### src/rtl/ft_recovery_unit.sv
// Recovery sequencer: halts both lockstep cores, restores the register file
// (x1..xN) from the safe-memory snapshot, reloads the saved PC, then pulses done.
module ft_recovery_unit #(
  parameter int unsigned ADDR_WIDTH   = 5,
  parameter int unsigned DATA_WIDTH   = 32,
  parameter int unsigned HALT_TIMEOUT = 64
) (
  input  logic                  clk_i,
  input  logic                  rst_i,
  input  logic                  recover_i,
  output logic                  core_halt_o,
  input  logic                  core_halted_i,
  output logic [ADDR_WIDTH-1:0] snap_raddr_o,
  input  logic [DATA_WIDTH-1:0] snap_rdata_i,
  input  logic [DATA_WIDTH-1:0] snap_pc_i,
  output logic                  core_we_o,
  output logic [ADDR_WIDTH-1:0] core_waddr_o,
  output logic [DATA_WIDTH-1:0] core_wdata_o,
  output logic                  core_pc_valid_o,
  output logic [DATA_WIDTH-1:0] core_pc_o,
  output logic                  done_o,
  output logic                  abort_o,
  output logic                  busy_o
);

  localparam int unsigned TmoWidth = $clog2(HALT_TIMEOUT) + 1;

  localparam logic [ADDR_WIDTH-1:0] FirstAddr = ADDR_WIDTH'(1);
  localparam logic [ADDR_WIDTH-1:0] LastAddr  = '1;
  localparam logic [TmoWidth-1:0]   TmoLast   = TmoWidth'(HALT_TIMEOUT - 1);

  typedef enum logic [2:0] {StIdle, StHalt, StRead, StWrite, StPc, StDone} state_e;

  state_e              state;
  logic                rec_q;
  logic [TmoWidth-1:0] tmo_cnt;
  logic                start;

  // Rising edge of the request, honoured only when idle (never queued).
  assign start = recover_i & ~rec_q & (state == StIdle);

  // Snapshot data arrives one cycle after its address, so it is forwarded
  // straight through during the write strobe and forced to 0 otherwise.
  assign core_wdata_o = core_we_o ? snap_rdata_i : '0;

  // Sequencer FSM with registered outputs that line up with the state they belong to.
  always_ff @(posedge clk_i or posedge rst_i) begin
    if (rst_i) begin
      state           <= StIdle;
      rec_q           <= 1'b0;
      tmo_cnt         <= '0;
      core_halt_o     <= 1'b0;
      snap_raddr_o    <= '0;
      core_we_o       <= 1'b0;
      core_waddr_o    <= '0;
      core_pc_valid_o <= 1'b0;
      core_pc_o       <= '0;
      done_o          <= 1'b0;
      abort_o         <= 1'b0;
      busy_o          <= 1'b0;
    end else begin
      rec_q           <= recover_i;
      abort_o         <= 1'b0;
      done_o          <= 1'b0;
      core_pc_valid_o <= 1'b0;
      core_pc_o       <= '0;

      unique case (state)
        StIdle: begin
          if (start) begin
            state       <= StHalt;
            core_halt_o <= 1'b1;
            busy_o      <= 1'b1;
            tmo_cnt     <= '0;
          end
        end

        StHalt: begin
          // Halt acknowledge takes priority over a timeout in the same cycle.
          if (core_halted_i) begin
            state        <= StRead;
            snap_raddr_o <= FirstAddr;
          end else if (tmo_cnt == TmoLast) begin
            state       <= StIdle;
            abort_o     <= 1'b1;
            core_halt_o <= 1'b0;
            busy_o      <= 1'b0;
            tmo_cnt     <= '0;
          end else begin
            tmo_cnt <= tmo_cnt + TmoWidth'(1);
          end
        end

        StRead: begin
          state        <= StWrite;
          core_we_o    <= 1'b1;
          core_waddr_o <= snap_raddr_o;
          if (snap_raddr_o != LastAddr) snap_raddr_o <= snap_raddr_o + ADDR_WIDTH'(1);
        end

        StWrite: begin
          if (core_waddr_o == LastAddr) begin
            state           <= StPc;
            core_we_o       <= 1'b0;
            core_waddr_o    <= '0;
            snap_raddr_o    <= '0;
            core_pc_valid_o <= 1'b1;
            core_pc_o       <= snap_pc_i;
          end else begin
            core_we_o    <= 1'b1;
            core_waddr_o <= snap_raddr_o;
            // Saturate so the read address never wraps back to x0.
            if (snap_raddr_o != LastAddr) snap_raddr_o <= snap_raddr_o + ADDR_WIDTH'(1);
          end
        end

        StPc: begin
          state  <= StDone;
          done_o <= 1'b1;
        end

        StDone: begin
          state       <= StIdle;
          core_halt_o <= 1'b0;
          busy_o      <= 1'b0;
        end

        default: begin
          state       <= StIdle;
          core_halt_o <= 1'b0;
          busy_o      <= 1'b0;
        end
      endcase
    end
  end

endmodule
### config.mk
export PLATFORM = sky130hd
export DESIGN_NAME = ft_recovery_unit
export DESIGN_NICKNAME = d
export VERILOG_FILES = /design/src/rtl/ft_recovery_unit.sv
export SDC_FILE = /design/constraint.sdc
export NUM_CORES = 1
export LEC_CHECK = 0
export ABC_AREA = 1
export CAP_MARGIN = 20
export CORE_MARGIN = 2
export CORE_UTILIZATION = 35
export CTS_CLUSTER_DIAMETER = 60
export DETAILED_ROUTE_END_ITERATION = 10
export DONT_BUFFER_PORTS = 1
export PLACE_DENSITY = 0.55
export SYNTH_ARGS = -nofsm -noshare
export SYNTH_HDL_FRONTEND = slang
export SYNTH_SLANG_ARGS = --single-unit
### constraint.sdc
create_clock -name clk_i -period 3.5 [get_ports clk_i]
set_input_delay 0.175 -clock clk_i [delete_from_list [all_inputs] [get_ports clk_i]]
set_output_delay 0.175 -clock clk_i [all_outputs]
set_load 0.005 [all_outputs]
==> results.json, run 1 <==
{
  "cts.repair.resized": 0,
  "powerDensity_nw_per_um2": 614,
  "yosys_warnings": 0,
  "first_iter_violations": 69,
  "yosysSeqAreaShare_pct": 56.6,
  "grt_pass1_wl_mm": 9.19,
  "setup.worst_path.class": "reg2out",
  "dr.pass1.iters": 4,
  "start_util_pct": 35.7,
  "core_area_um2": 7180,
  "syn_to_final_growth_pct": 25.8,
  "grt_max_degree": 48,
  "vias_per_cell": 4.45,
  "clockRootBuffer": "clkbuf_8",
  "insertion_delay_ps": 330,
  "hp-start": "core_halted_i",
  "vias": 2081,
  "cts_tree": "yes",
  "cts_buffers": 9,
  "cts_max_path_buffers": 2,
  "fin_cells": 468,
  "tns_ps": 0,
  "detail-route-antenna-nets": 0,
  "hpwlAfterDp_mm": 4.12,
  "track_usage_pct": 15.5,
  "clock_sinks": 58,
  "critPathArrivalTime_ps": 1620,
  "rows": 31,
  "synth_top_area_cell": "dfrtp_1",
  "fin_area_um2": 3230,
  "drc_errors": 0,
  "yosys.area.top_type_share_pct": 56.6,
  "wl_per_cell_um": 12.8,
  "yosys.area_share.simple_pct": 24.1,
  "synth_area_per_cell_um2": 7.86,
  "die-area_um2": 8030,
  "placed_area_um2": 2660,
  "synthTopCellsByArea": "dfrtp_1 57%, inv_1 12%, nand2_1 11%",
  "tightestPinTransition_ps": 971,
  "syn_area_um2": 2560,
  "synth_fa_ha_area_share_pct": 0.976,
  "yosysUniqueCellTypes": 20,
  "maxCapViolCount": 0,
  "ff2ff_path_depth": 5,
  "hold_viol_final": 0,
  "end_kind": "output port",
  "max_freq_ghz": 0.556,
  "finalNetCount": 434,
  "drive_above_1_share_pct": 6.50,
  "setup_slack_ps": 1700,
  "r2r_slack_ps": 1770,
  "finClkSkew_ps": 12.7,
  "wl_mm": 6.01,
  "clkSlewWorstSetupHoldPaths_ps": 70,
  "dp_slack_ps": 1770,
  "power_mw": 1.98,
  "crit_path_top_delay_cell": "dfrtp_1",
  "antenna_cells": 0,
  "grt_pass1_vias": 1967,
  "timing.rr.start": "state[1]",
  "ir_worst_vdd_mv": 0.262,
  "place_inst": 418,
  "synth_seq_cells": 58,
  "syn_nets": 396,
  "slew_headroom_pct": 35.2,
  "critPathMaxFanout": 34,
  "yosys-mux-area-fraction_pct": 0,
  "rsz0062_at_grt": "no",
  "period_share_pct": 51.4,
  "synth_compound_area_share_pct": 3.61,
  "dieHeight_um": 89.6,
  "slowest_delay_ps": 980,
  "min_path_cells": 3,
  "p_leak_nw": 1.92,
  "dieWidth_um": 89.6,
  "path_cells": "nand2_1 > inv_1",
  "cts_setup_buffers": 0,
  "synth_top_family_by_area": "simple AND/OR/NAND/NOR gates",
  "hp-class": "in2reg",
  "cp-startpoint": "core_we_o",
  "io_pins": 148,
  "netlist_instances": 326,
  "setup_viol": 0,
  "min_period_ps": 1800,
  "antenna_found_initial": 0,
  "run_status": "finished clean",
  "cp.required_ps": 3320,
  "slew_viol_final": 0,
  "gp_congestion": 0.782,
  "place.port_buffers": 0,
  "overflow": 0,
  "holdBufCountCts": 34,
  "synth_xor_area_share_pct": 0.683,
  "ctsHtreeMaxLevel": 3,
  "crit_path_start_kind": "flop"
}
-- synth_stat cells --
library cell  count
nand2_1          74
buf_4             1
dfrtp_1          58
o211ai_1          1
a21oi_1           5
clkbuf_1          4
o21ai_0           9
o21bai_1          2
inv_1            84
xor2_1            2
inv_2             2
nor2_2            2
nand4_1           4
nor2_1           53
buf_2             3
ha_1              2
nand3_1          15
nor3_1            3
nand2_2           1
or2_2             1
-- metal layers --
metal  up-vias  routed length (um)  track usage, %
li1       1017                   -               -
met1       953                2240            16.5
met2       101                3190            27.9
met3        10                 447            3.84
met4         0                 124            8.82
met5         -                   0               0
-- critical path: cells and delay by family (launching register included) --
kind	cells	cell delay [ps]
buffers and inverters	1	120
DFF	1	980
and+or+nand+nor	1	180
-- layout by cell type, fill, tap and decap left out --
cell type,count
o21bai_1,2
nand4_1,4
nor2_1,53
clkinvlp_4,1
o211ai_1,1
buf_4,1
a21oi_1,5
nor2_2,2
nand2_1,74
dfrtp_1,58
dlygate4sd3_1,34
nand2_2,1
nor3_1,3
ha_1,2
inv_2,3
o21ai_0,9
bufinv_16,2
or2_2,1
nand3_1,15
inv_1,83
clkinv_4,2
clkbuf_8,10
clkinv_2,1
xor2_1,2
-- logic make-up after synthesis --
logic type,Yosys count
adder cells (fa/ha/maj),2
flip-flops,58
AO/OA/AOI/OAI,17
XOR/XNOR,2
buffers and inverters,94
AND/OR/NAND/NOR,153
-- metrics by stage --
stage / utilization (%) / hold slack, ps
after floorplan: - / 206
after global placement: 37.0 / 207
after detailed placement: 37.0 / 207
after CTS: 45.0 / 8.71
after global routing: 45.0 / 36.2
final: 45.0 / 30.1
-- layout make-up --
class                      count  area (um2)
fill                         718        3950
clock buffer                  10         138
timing repair buffer          35         348
sequential                    58        1450
tap                           99         124
inverter                      86         323
multi-input combinational    174         752
clock inverter                 6        90.1
-- state kept, by name, summed over array words and instances, names as in the netlist, 3 cells and up --
signal	cells
tmo_cnt	7
snap_raddr_o	5
core_pc_o	32
core_waddr_o	5
state	3
-- path summary, 6_finish.rpt --
kind | to
worst max register to register | snap_raddr_o[3]
worst min-delay path | tmo_cnt[1]
worst min register to register | abort_o
min in group asynchronous | core_pc_o[28]
worst max-delay path | core_wdata_o[19]
max in group asynchronous | core_pc_o[9]
-- power breakdown --
part | total (mW) | switching [mW] | leakage (nW) | internal [mW]
sequential | 0.866 | 0.110 | 0.784 | 0.755
clock | 0.690 | 0.269 | 0.112 | 0.421
combinational | 0.425 | 0.260 | 1.03 | 0.165
total | 1.98 | 0.639 | 1.92 | 1.34
Note: power is estimated with default switching activity, not from simulation.
==> inputs of run 2 (changes only) <==
--- a/config.mk
+++ b/config.mk
@@ -5,7 +5,7 @@
 export SDC_FILE = /design/constraint.sdc
 export NUM_CORES = 1
 export LEC_CHECK = 0
-export ABC_AREA = 1
+export ABC_AREA = 0
 export CAP_MARGIN = 20
 export CORE_MARGIN = 2
 export CORE_UTILIZATION = 35
==> constraint.sdc (replaced) <==
create_clock -name clk_i -period 1.78 [get_ports clk_i]
set_input_delay 0.089 -clock clk_i [delete_from_list [all_inputs] [get_ports clk_i]]
set_output_delay 0.089 -clock clk_i [all_outputs]
set_load 0.005 [all_outputs]
==> run 2 against run 1 <==
Net effect: first-iteration DRC count up 22%; critical path type is now reg2reg; die area is 2.1% lower; critical endpoint is now state[0]; core utilization increased by 0.93 points; combinational power is 110% higher; worst setup slack worse by 1600 ps; global-route usage is 0.58 points lower; synthesized cell count fell by 28%; wire length down 4.2%; final cell count decreased by 20%; area after synthesis is 2.1% lower; highest routed layer unchanged.
==> results.json, run 2 <==
{
  "run_status": "finished clean",
  "drc_errors": 0,
  "io_pins": 148,
  "end_kind": "flop",
  "async_flop_share_pct": 100,
  "vias": 1802,
  "clock_sinks": 58,
  "crit_path_top_delay_cell": "dfrtp_1",
  "rsz0062_at_grt": "no",
  "min_path_cells": 2,
  "rows": 30,
  "hold_viol_final": 0,
  "largest_registers": "core_pc_o (32), tmo_cnt (7)",
  "vias_per_cell": 4.81,
  "critical_path_buf_inv_count": 0,
  "yosys_warnings": 0,
  "cp_top_family": "simple AND/OR/NAND/NOR gates",
  "power_mw": 3.77,
  "min_period_ps": 1680,
  "wl_per_cell_um": 15.3,
  "netlist_instances": 236,
  "maxCapViolCount": 0,
  "place.port_buffers": 0,
  "antenna_cells": 0,
  "dieHeight_um": 88.7,
  "r2r_slack_ps": 100,
  "setup.worst_path.class": "reg2reg",
  "cts_tree": "yes",
  "timing.rr.start": "tmo_cnt[0]",
  "synth_edf_count": 0,
  "dr.pass1.iters": 4,
  "slew_headroom_pct": 54.4,
  "finClkSkew_ps": 8.57,
  "cts_buffers": 9,
  "synth_area_per_cell_um2": 10.6,
  "grt_max_degree": 35,
  "detail-route-antenna-nets": 0,
  "grt_pass1_wl_mm": 8.87,
  "cts_max_path_buffers": 2,
  "final_common_cell": "and2_1",
  "critPathMaxFanout": 4,
  "ff2ff_path_depth": 5,
  "clkSlewWorstSetupHoldPaths_ps": 70,
  "ctsHtreeMaxLevel": 3,
  "antenna_found_initial": 0,
  "synthFlopType": "dfrtp_1",
  "first_iter_violations": 84,
  "tightestPinTransition_ps": 682,
  "drive_above_1_share_pct": 10.8,
  "synth_seq_cells": 58,
  "cts_setup_buffers": 0,
  "hp-class": "in2reg",
  "setup_viol": 0,
  "critPathArrivalTime_ps": 1890,
  "synth_top_area_cell": "dfrtp_1",
  "clockRootBuffer": "clkbuf_8",
  "cp.required_ps": 1990,
  "reg2reg_to": "state[0]",
  "final_cell_mix": "66 x and2_1, 58 x dfrtp_1, 35 x dlygate4sd3_1, 16 x nand2_1, 15 x o21ai_0",
  "critical_path_depth": 5,
  "start_util_pct": 36.5,
  "die-area_um2": 7860,
  "path_cells": "ha_1 > nand3_1 > o31ai_2 > nor2_1 > or2_2",
  "finalNetCount": 344,
  "synthTopCellsByCount": "66 x and2_1, 58 x dfrtp_1, 16 x nand2_1",
  "yosysUniqueCellTypes": 36,
  "yosys.area.top_type_share_pct": 57.9,
  "max_freq_ghz": 0.597,
  "cp-startpoint": "tmo_cnt[0]",
  "hpwlAfterDp_mm": 3.89,
  "wl_mm": 5.76,
  "overflow": 0,
  "gp_congestion": 0.838,
  "track_usage_pct": 15.0,
  "slowest_delay_ps": 390,
  "crit_path_end": "state[0]",
  "slew_viol_final": 0,
  "dieWidth_um": 88.7,
  "largest_reg_flops": 32,
  "final_util_pct": 45.9,
  "crit_path_start_kind": "flop",
  "core_area_um2": 6870,
  "syn_nets": 306,
  "period_share_pct": 94.1,
  "syn_area_um2": 2510,
  "p_leak_nw": 1.43,
  "insertion_delay_ps": 330,
  "ir_worst_vdd_mv": 0.387,
  "tns_ps": 0,
  "synth.most_common_cell": "and2_1",
  "grt_pass1_vias": 1879,
  "yosysSeqAreaShare_pct": 57.9,
  "largest-register": "core_pc_o",
  "syn_to_final_growth_pct": 25.6,
  "synthTopCellsByArea": "dfrtp_1 58%, and2_1 16%, o21ai_0 3.0%",
  "powerDensity_nw_per_um2": 1200
}
[run 2: logic make-up after synthesis]
family	count (synthesis)	synth area share, %
AOI/OAI and AO/OA	37	9.63
muxes	1	0.449
adders and majority gates	2	0.997
and+or+nand+nor	118	27.2
DFF	58	57.9
xor gates and xnor gates	1	0.349
buffers and inverters	19	3.49
[run 2: routing by layer]
layer,up-vias,wire [um],track usage (%)
met5,-,0,0
met1,859,2460,18.9
li1,851,-,-
met3,5,513,7.37
met2,87,2730,22.6
met4,0,52,4.68
[run 2: how the worst min path moves through the flow]
stage | endpoint | slack [ps] | from
4_1_cts | tmo_cnt[3] | 10 | core_halted_i
3_3_place_gp | core_pc_o[13] | 110 | rst_i
5_1_grt | tmo_cnt[5] | 20 | core_halted_i
6_report | tmo_cnt[3] | 30 | core_halted_i
2_1_floorplan | rec_q | 120 | recover_i
3_5_place_dp | core_pc_o[13] | 120 | rst_i
[run 2: report_power, final]
group | switching, mW | total (mW) | leakage (nW) | internal [mW]
sequential | 0.278 | 1.81 | 0.763 | 1.54
combinational | 0.465 | 0.909 | 0.584 | 0.445
clock | 0.508 | 1.04 | 0.0851 | 0.535
[run 2: what timing repair did]
action                                 4_1_cts  5_1_grt
hold buffers                                35        0
endpoints found under the hold margin       69        0
setup endpoints to repair                    1        2
pin swaps                                    0        0
gates resized for setup                      1        2
[run 2: final cells by class]
class | count | area, um2
Sequential cell | 58 | 1450
Inverter | 4 | 15.0
Multi-Input combinational cell | 159 | 978
Clock inverter | 5 | 30.0
Clock buffer | 11 | 141
Timing Repair Buffer | 42 | 415
Fill cell | 652 | 3720
Tap cell | 96 | 120
[run 2: through the flow]
stage	std cells	worst slack [ps]	hold slack, ps	cell area [um2]
floorplan	236	190	120	2510
global placement	324	84.1	113	2620
detailed placement	324	-0.868	117	2620
CTS	375	112	10.3	3150
global route	375	25.7	19.3	3150
finish	375	105	26.6	3150
